<file path="src/rtl/mod7_operand_feeder_pkg.sv">
// Shared definitions for the mod-7 reducer operand feeder: FSM encoding and default geometry.
package mod7_operand_feeder_pkg;

  typedef enum logic [2:0] {
    IDLE,
    START,
    GAP,
    LOAD,
    FEED,
    WAIT,
    RESULT
  } feeder_state_t;

  localparam int CW_DEF  = 6;
  localparam int NCH_DEF = 8;

endpackage

</file>
<file path="src/rtl/mod7_operand_feeder.sv">
// Sequences one wide operand into the serial mod-7 reducer as MSB-first chunks and
// returns the reducer's remainder on a valid/ready result port.
module mod7_operand_feeder
  import mod7_operand_feeder_pkg::*;
#(
  parameter int CW  = CW_DEF,
  parameter int NCH = NCH_DEF
) (
  input  logic              clk,
  input  logic              rst,
  input  logic              in_valid,
  input  logic [CW*NCH-1:0] in_data,
  output logic              in_ready,
  input  logic              ss_ready,
  input  logic [2:0]        ss_rem,
  output logic              ss_start,
  output logic [CW-1:0]     ss_bus,
  output logic              res_valid,
  output logic [2:0]        res_rem,
  input  logic              res_ready
);

  localparam int OW   = CW * NCH;
  localparam int CNTW = (NCH > 1) ? $clog2(NCH) : 1;
  localparam logic [CNTW-1:0] CNT_LAST = CNTW'(NCH - 1);

  feeder_state_t   state, state_nx;
  logic [OW-1:0]   sr;
  logic [CNTW-1:0] cnt;
  logic            accept;

  // Outputs decode straight from state so reset clears them without waiting for a clock.
  assign in_ready  = (state == IDLE) & ss_ready;
  assign accept    = in_valid & in_ready;
  assign ss_start  = (state == START);
  assign ss_bus    = (state == FEED) ? sr[OW-1 -: CW] : '0;
  assign res_valid = (state == RESULT);

  always_comb begin
    state_nx = state;
    case (state)
      IDLE:    if (accept) state_nx = START;
      START:   state_nx = GAP;
      GAP:     state_nx = LOAD;
      LOAD:    state_nx = FEED;
      FEED:    if (cnt == CNT_LAST) state_nx = WAIT;
      WAIT:    state_nx = RESULT;
      RESULT:  if (res_ready) state_nx = IDLE;
      default: state_nx = IDLE;
    endcase
  end

  always_ff @(posedge clk or negedge rst) begin
    if (!rst) begin
      state   <= IDLE;
      sr      <= '0;
      cnt     <= '0;
      res_rem <= '0;
    end else begin
      state <= state_nx;
      if (state == IDLE && accept) begin
        sr  <= in_data;
        cnt <= '0;
      end else if (state == FEED) begin
        sr <= sr << CW;
        // Hold at the last index so the counter never wraps on the FEED exit cycle.
        if (cnt != CNT_LAST) cnt <= cnt + 1'b1;
      end
      if (state == WAIT) res_rem <= ss_rem;
    end
  end

endmodule

</file>
<file path="config.mk">
export PLATFORM = sky130hd
export DESIGN_NAME = mod7_operand_feeder
export DESIGN_NICKNAME = d
export VERILOG_FILES = /design/src/rtl/mod7_operand_feeder_pkg.sv /design/src/rtl/mod7_operand_feeder.sv
export SDC_FILE = /design/constraint.sdc
export NUM_CORES = 1
export LEC_CHECK = 0
export BUFFER_PORTS_ARGS = -buffer_cell sky130_fd_sc_hd__buf_2
export CORE_MARGIN = 2
export CORE_UTILIZATION = 50
export DETAILED_ROUTE_END_ITERATION = 10
export PLACE_DENSITY_LB_ADDON = 0.1
export SYNTH_ARGS = -nofsm -noshare
export SYNTH_HDL_FRONTEND = slang
export SYNTH_SLANG_ARGS = --single-unit
</file>
<file path="constraint.sdc">
create_clock -name clk -period 2.5 [get_ports clk]
set_input_delay 0.25 -clock clk [delete_from_list [all_inputs] [get_ports clk]]
set_output_delay 0.25 -clock clk [all_outputs]
set_load 0.02 [all_outputs]
</file>
Word level (Yosys, flattened, before mapping)
Index checks and enable logic that the tools add are counted.

word-level totals
  logic and storage cells = 34
  flip-flop bits (word level) = 57
  input port bits = 56

operators by class
  reductions and logical operators = 6
  equal/unequal tests = 11
  $add $sub $neg = 1
  bitwise operators = 2
  muxes and demuxes = 10

operators with widths
  cell                   number
  $mux W48               2
  $pmux W3 S7            1
  $mux W3                6
  $eq A3 B3 Y1 const B   4
  $eq A3 B2 Y1 const B   2
  $mux W6                1
  $ne A2 B2 Y1 const B   2
  $reduce_bool A2 Y1     2
  $add A3 B1 Y3 const B  1
  $eq A3 B1 Y1 const B   1
  $logic_not A3 Y1       1
  $ne A3 B3 Y1 const B   1
  $reduce_and A3 Y1      1
  $and A1 B1 Y1          2
  $ne A2 B1 Y1 const B   1
  $reduce_and A2 Y1      1
  $logic_and A1 B1 Y1    1

Longest topological paths before layout
  depth in word-level cells = 6
  gate-level depth with buffers = 5

Least setup slack after synthesis
No wires, ideal clock.

  path kind = flip-flop to output port
  from = register state[0]
  to = output port ss_bus[0]
  arrival = 1.265 ns
  data required time = 2.250 ns
  stages on the path, launching flop included = 5
  path slack = 0.985 ns
  cell sequence = dfrtp_1 buf_6 nor3b_4 buf_6 and2_1

between the ends
  cells in the longest elaborated chain, start to end = 2

RTL lines
  item                      RTL line                   RTL
  start: declaration        mod7_operand_feeder.sv:27  feeder_state_t state, state_nx;
  start signal: assignment  mod7_operand_feeder.sv:60  state <= state_nx;
  $eq A3 B3 Y1              mod7_operand_feeder.sv:36  assign ss_bus = (state == FEED) ? sr[OW-1 -: CW] : '0;
  $mux W6                   mod7_operand_feeder.sv:36
  end: declaration          mod7_operand_feeder.sv:17  output logic [CW-1:0] ss_bus,

No other way between the ends.

Worst setup path after layout
  from = register state[2]
  to = output port ss_bus[5]

Same word-level chain as after synthesis.

==> impl_metrics.toml <==
[setup_path]
worst-setup-path-type = "reg -> out"
arrival_ns = 1.85
cpPeakStageDelay_ns = 0.60
required_ns = 2.25
worst-r2r-setup-slack_ns = 0.51
critPathMaxFanout = 14
crit_path_end_kind = "output port"
cp_startpoint_kind = "flip-flop"
worst_r2r_path_depth = 3
cells_along_the_critical_path = "nor3b_4, and2_1, buf_2"
worst_path_max_delay_cell = "dfrtp_1"

[clock_tree]
cts_made_buffers = 9
cts-htree-levels = 3
cts-root-to-sink-buffers = 2
worstSkewPairLatency_ns = 0.33
clkTransAtPathRegs_ns = 0.06
post-cts-setup-buffers = 0
cts_tree = "built"
ctsRootBufferMaster = "clkbuf_8"
cts.sinks = 57

[drt]
dr_total_vias = 1922
routed_wl_um = 5460
drc_errors = 0
avgRoutedWirePerCell_um = 15.6
antenna_violating_nets_post_route = 0
detailedRoute.firstPassIterationCount = 5
iteration_0_drc_count_of_the_detailed_router = 136
routed_via_density = 5.49

[status]
status = "finished, final reports clean"

[power]
combinationalPowerShare_pct = 35.0
share_clk_of_total_power_pct = 20.3
ir_drop_uv = 541
seq_power_share_pct = 44.7
intPower_mw = 2.36
power-per-cell-area_mw_per_mm2 = 1120
cellLeakagePower_nw = 1.56
power.switching_mw = 1.18
swShare_pct = 33.4

[sta]
fmaxAchievable_mhz = 476
finClkSkew_ns = 0.00519
finalSetupViolations = 0
timing.final.crit_period_ns = 2.10
relSlewSlack_pct = 30.3
worst_slew_pin_slew_ns = 1.04
setup_total_negative_slack_ns = 0
final.setup.worst_slack_ns = 0.399
slew_violations = 0
rsz0062_at_grt = "no"
period_share_pct = 84.1
timing_hold_violations_final = 0

[synthesis]
warning_count_from_the_yosys_run = 0
yosys.cell_types.count = 33
synth.ff_latch_count = 57
syn_nets = 266
syn_inst = 208
syn_avg_cell_area_sq_um = 12.9
synth_seq_area_share_pct = 53.1
mappedNetlistArea_sq_mm = 0.00268

[grt]
globalRouteTotalUtil_pct = 19.8
grt_start_max_net_pins = 47
antenna_found_initial = 0
global_route_wire_length_before_repair_um = 9160
first_global_vias = 1896
global_route.overflow_total = 0

[die]
design.core.area_sq_mm = 0.00514
initial_utilization_pct = 52.2
row_count = 26
horizontal_die_dimension_um = 77.3
die_area_sq_mm = 0.00597
boundaryPins = 68
chipHeight_um = 77.3

[finish]
syn2layout_area_growth_pct = 18.0
nNetsFinal = 334
count_of_antenna_diodes_in_the_layout = 0
n_fill_cell = 460
ratio_of_cells_with_drive_above_1_in_the_final_layout_pct = 35.4

[worst_hold_path]
hold_path_class = "in -> reg"
hold_depth = 2

[place]
portbufs = 67
gpl.final_weighted_congestion = 0.799
hpwl_um = 3540
placement.setup.worst_slack_ns = 0.507

[flow_run]
maxCapViolCount = 0
[per-stage QoR]
step	hold slack, ns	util, %	cell area (sq um)	instances	power (mW)
2_1_floorplan	-0.0456	-	2680	208	2.61
3_3_place_gp	0.205	58.3	3000	334	2.81
3_5_place_dp	0.208	58.3	3000	334	2.84
4_1_cts	0.127	61.6	3170	350	3.59
5_1_grt	0.127	61.6	3170	350	3.80
6_report	0.143	61.6	3170	350	3.55
[final cells by class]
type | count | area (sq um) | area share, %
Clock buffer | 11 | 141 | 4.46
Clock inverter | 4 | 20.0 | 0.632
Inverter | 1 | 3.75 | 0.119
Multi-Input combinational cell | 134 | 1100 | 34.9
Sequential cell | 57 | 1430 | 45.0
Tap cell | 70 | 87.6 | 2.77
Timing Repair Buffer | 73 | 383 | 12.1
[repair_timing]
item                                    CTS  global route
endpoints found under the setup margin    0             0
hold endpoints to repair                 17             0
hold buffers                              1             0
resized for setup                         0             0
[synth_stat cells, drive strengths merged]
cell type,number,area share (%)
o31ai,1,0.47
nand2b,1,0.51
nand4bb,1,1.0
nand3b,2,0.56
and2,47,11
or2,1,0.33
a221o,40,15
clkbuf,1,0.14
and3,1,0.23
nor4b,2,0.65
or3b,1,0.42
nor3b,2,0.98
a22o,6,2.0
o2bb2ai,2,0.65
dfrtp,57,53
inv,1,0.14
o22ai,4,0.93
nor2,3,0.79
o21ai,4,0.89
a21oi,5,0.93
a21o,1,0.28
nand2,4,0.56
buf,15,5.7
ha,2,0.93
nand3,1,0.19
mux2,3,1.7
[layer usage]
layer / vias up / wire length (um) / GRT usage [%]
li1: 929 / - / -
met5: - / 0 / 0
met3: 5 / 332 / 7.76
met1: 936 / 2490 / 27.6
met4: 0 / 44 / 5.89
met2: 52 / 2600 / 28.8
[state kept, by name (all words and copies together) (netlist names)]
signal and cells:
sr 48, state 3, cnt 3, res_rem 3
[cells by family (layout without fill, tap and decap cells)]
family | count (synthesis) | count (layout) | synth area share [%]
adders and majority gates | 2 | 2 | 0.932
and+or+nand+nor | 66 | 66 | 17.2
AOI/OAI and AO/OA | 63 | 63 | 21.0
DFF | 57 | 57 | 53.1
buffers and inverters | 17 | 89 | 5.97
muxes | 3 | 3 | 1.68
[critical path: cells and delay by family, from the launching register on]
kind                   cells  cell delay (ns)
AND/OR/NAND/NOR            2             0.76
buffers and inverters      1             0.16
flip-flops                 1             0.60
[placed cells by master, fill, tap and decap left out, drive strengths merged]
cell type / count
nand3b: 2
or2: 1
nand2b: 1
dfrtp: 57
a221o: 40
nor2: 3
and3: 1
a22o: 6
a21o: 1
o31ai: 1
clkinv: 4
nand3: 1
and2: 47
or3b: 1
nor3b: 2
o22ai: 4
nor4b: 2
ha: 2
nand2: 4
o21ai: 4
nand4bb: 1
clkbuf: 11
dlygate4sd3: 1
mux2: 3
o2bb2ai: 2
buf: 72
inv: 1
a21oi: 5
[power by group through the flow]
stage               logic (mW)  registers [mW]  clock network (mW)
floorplan                 1.08            1.53                   0
CTS                       1.26            1.58               0.745
detailed placement        1.26            1.59                   0
finish                    1.24            1.59               0.720
global placement          1.22            1.59                   0
global route              1.37            1.64               0.784
[final timing paths]
check / from / endpoint
max: state[2]$_DFFE_PN0P_ / ss_bus[5]
min: in_data[3] / sr[3]$_DFFE_PN0P_
max reg2reg: state[1]$_DFFE_PN0P_ / sr[7]$_DFFE_PN0P_
min reg2reg: sr[2]$_DFFE_PN0P_ / sr[2]$_DFFE_PN0P_
max in group asynchronous: rst / sr[3]$_DFFE_PN0P_
min in group asynchronous: rst / sr[36]$_DFFE_PN0P_
Power figures use the tool's default switching activity.
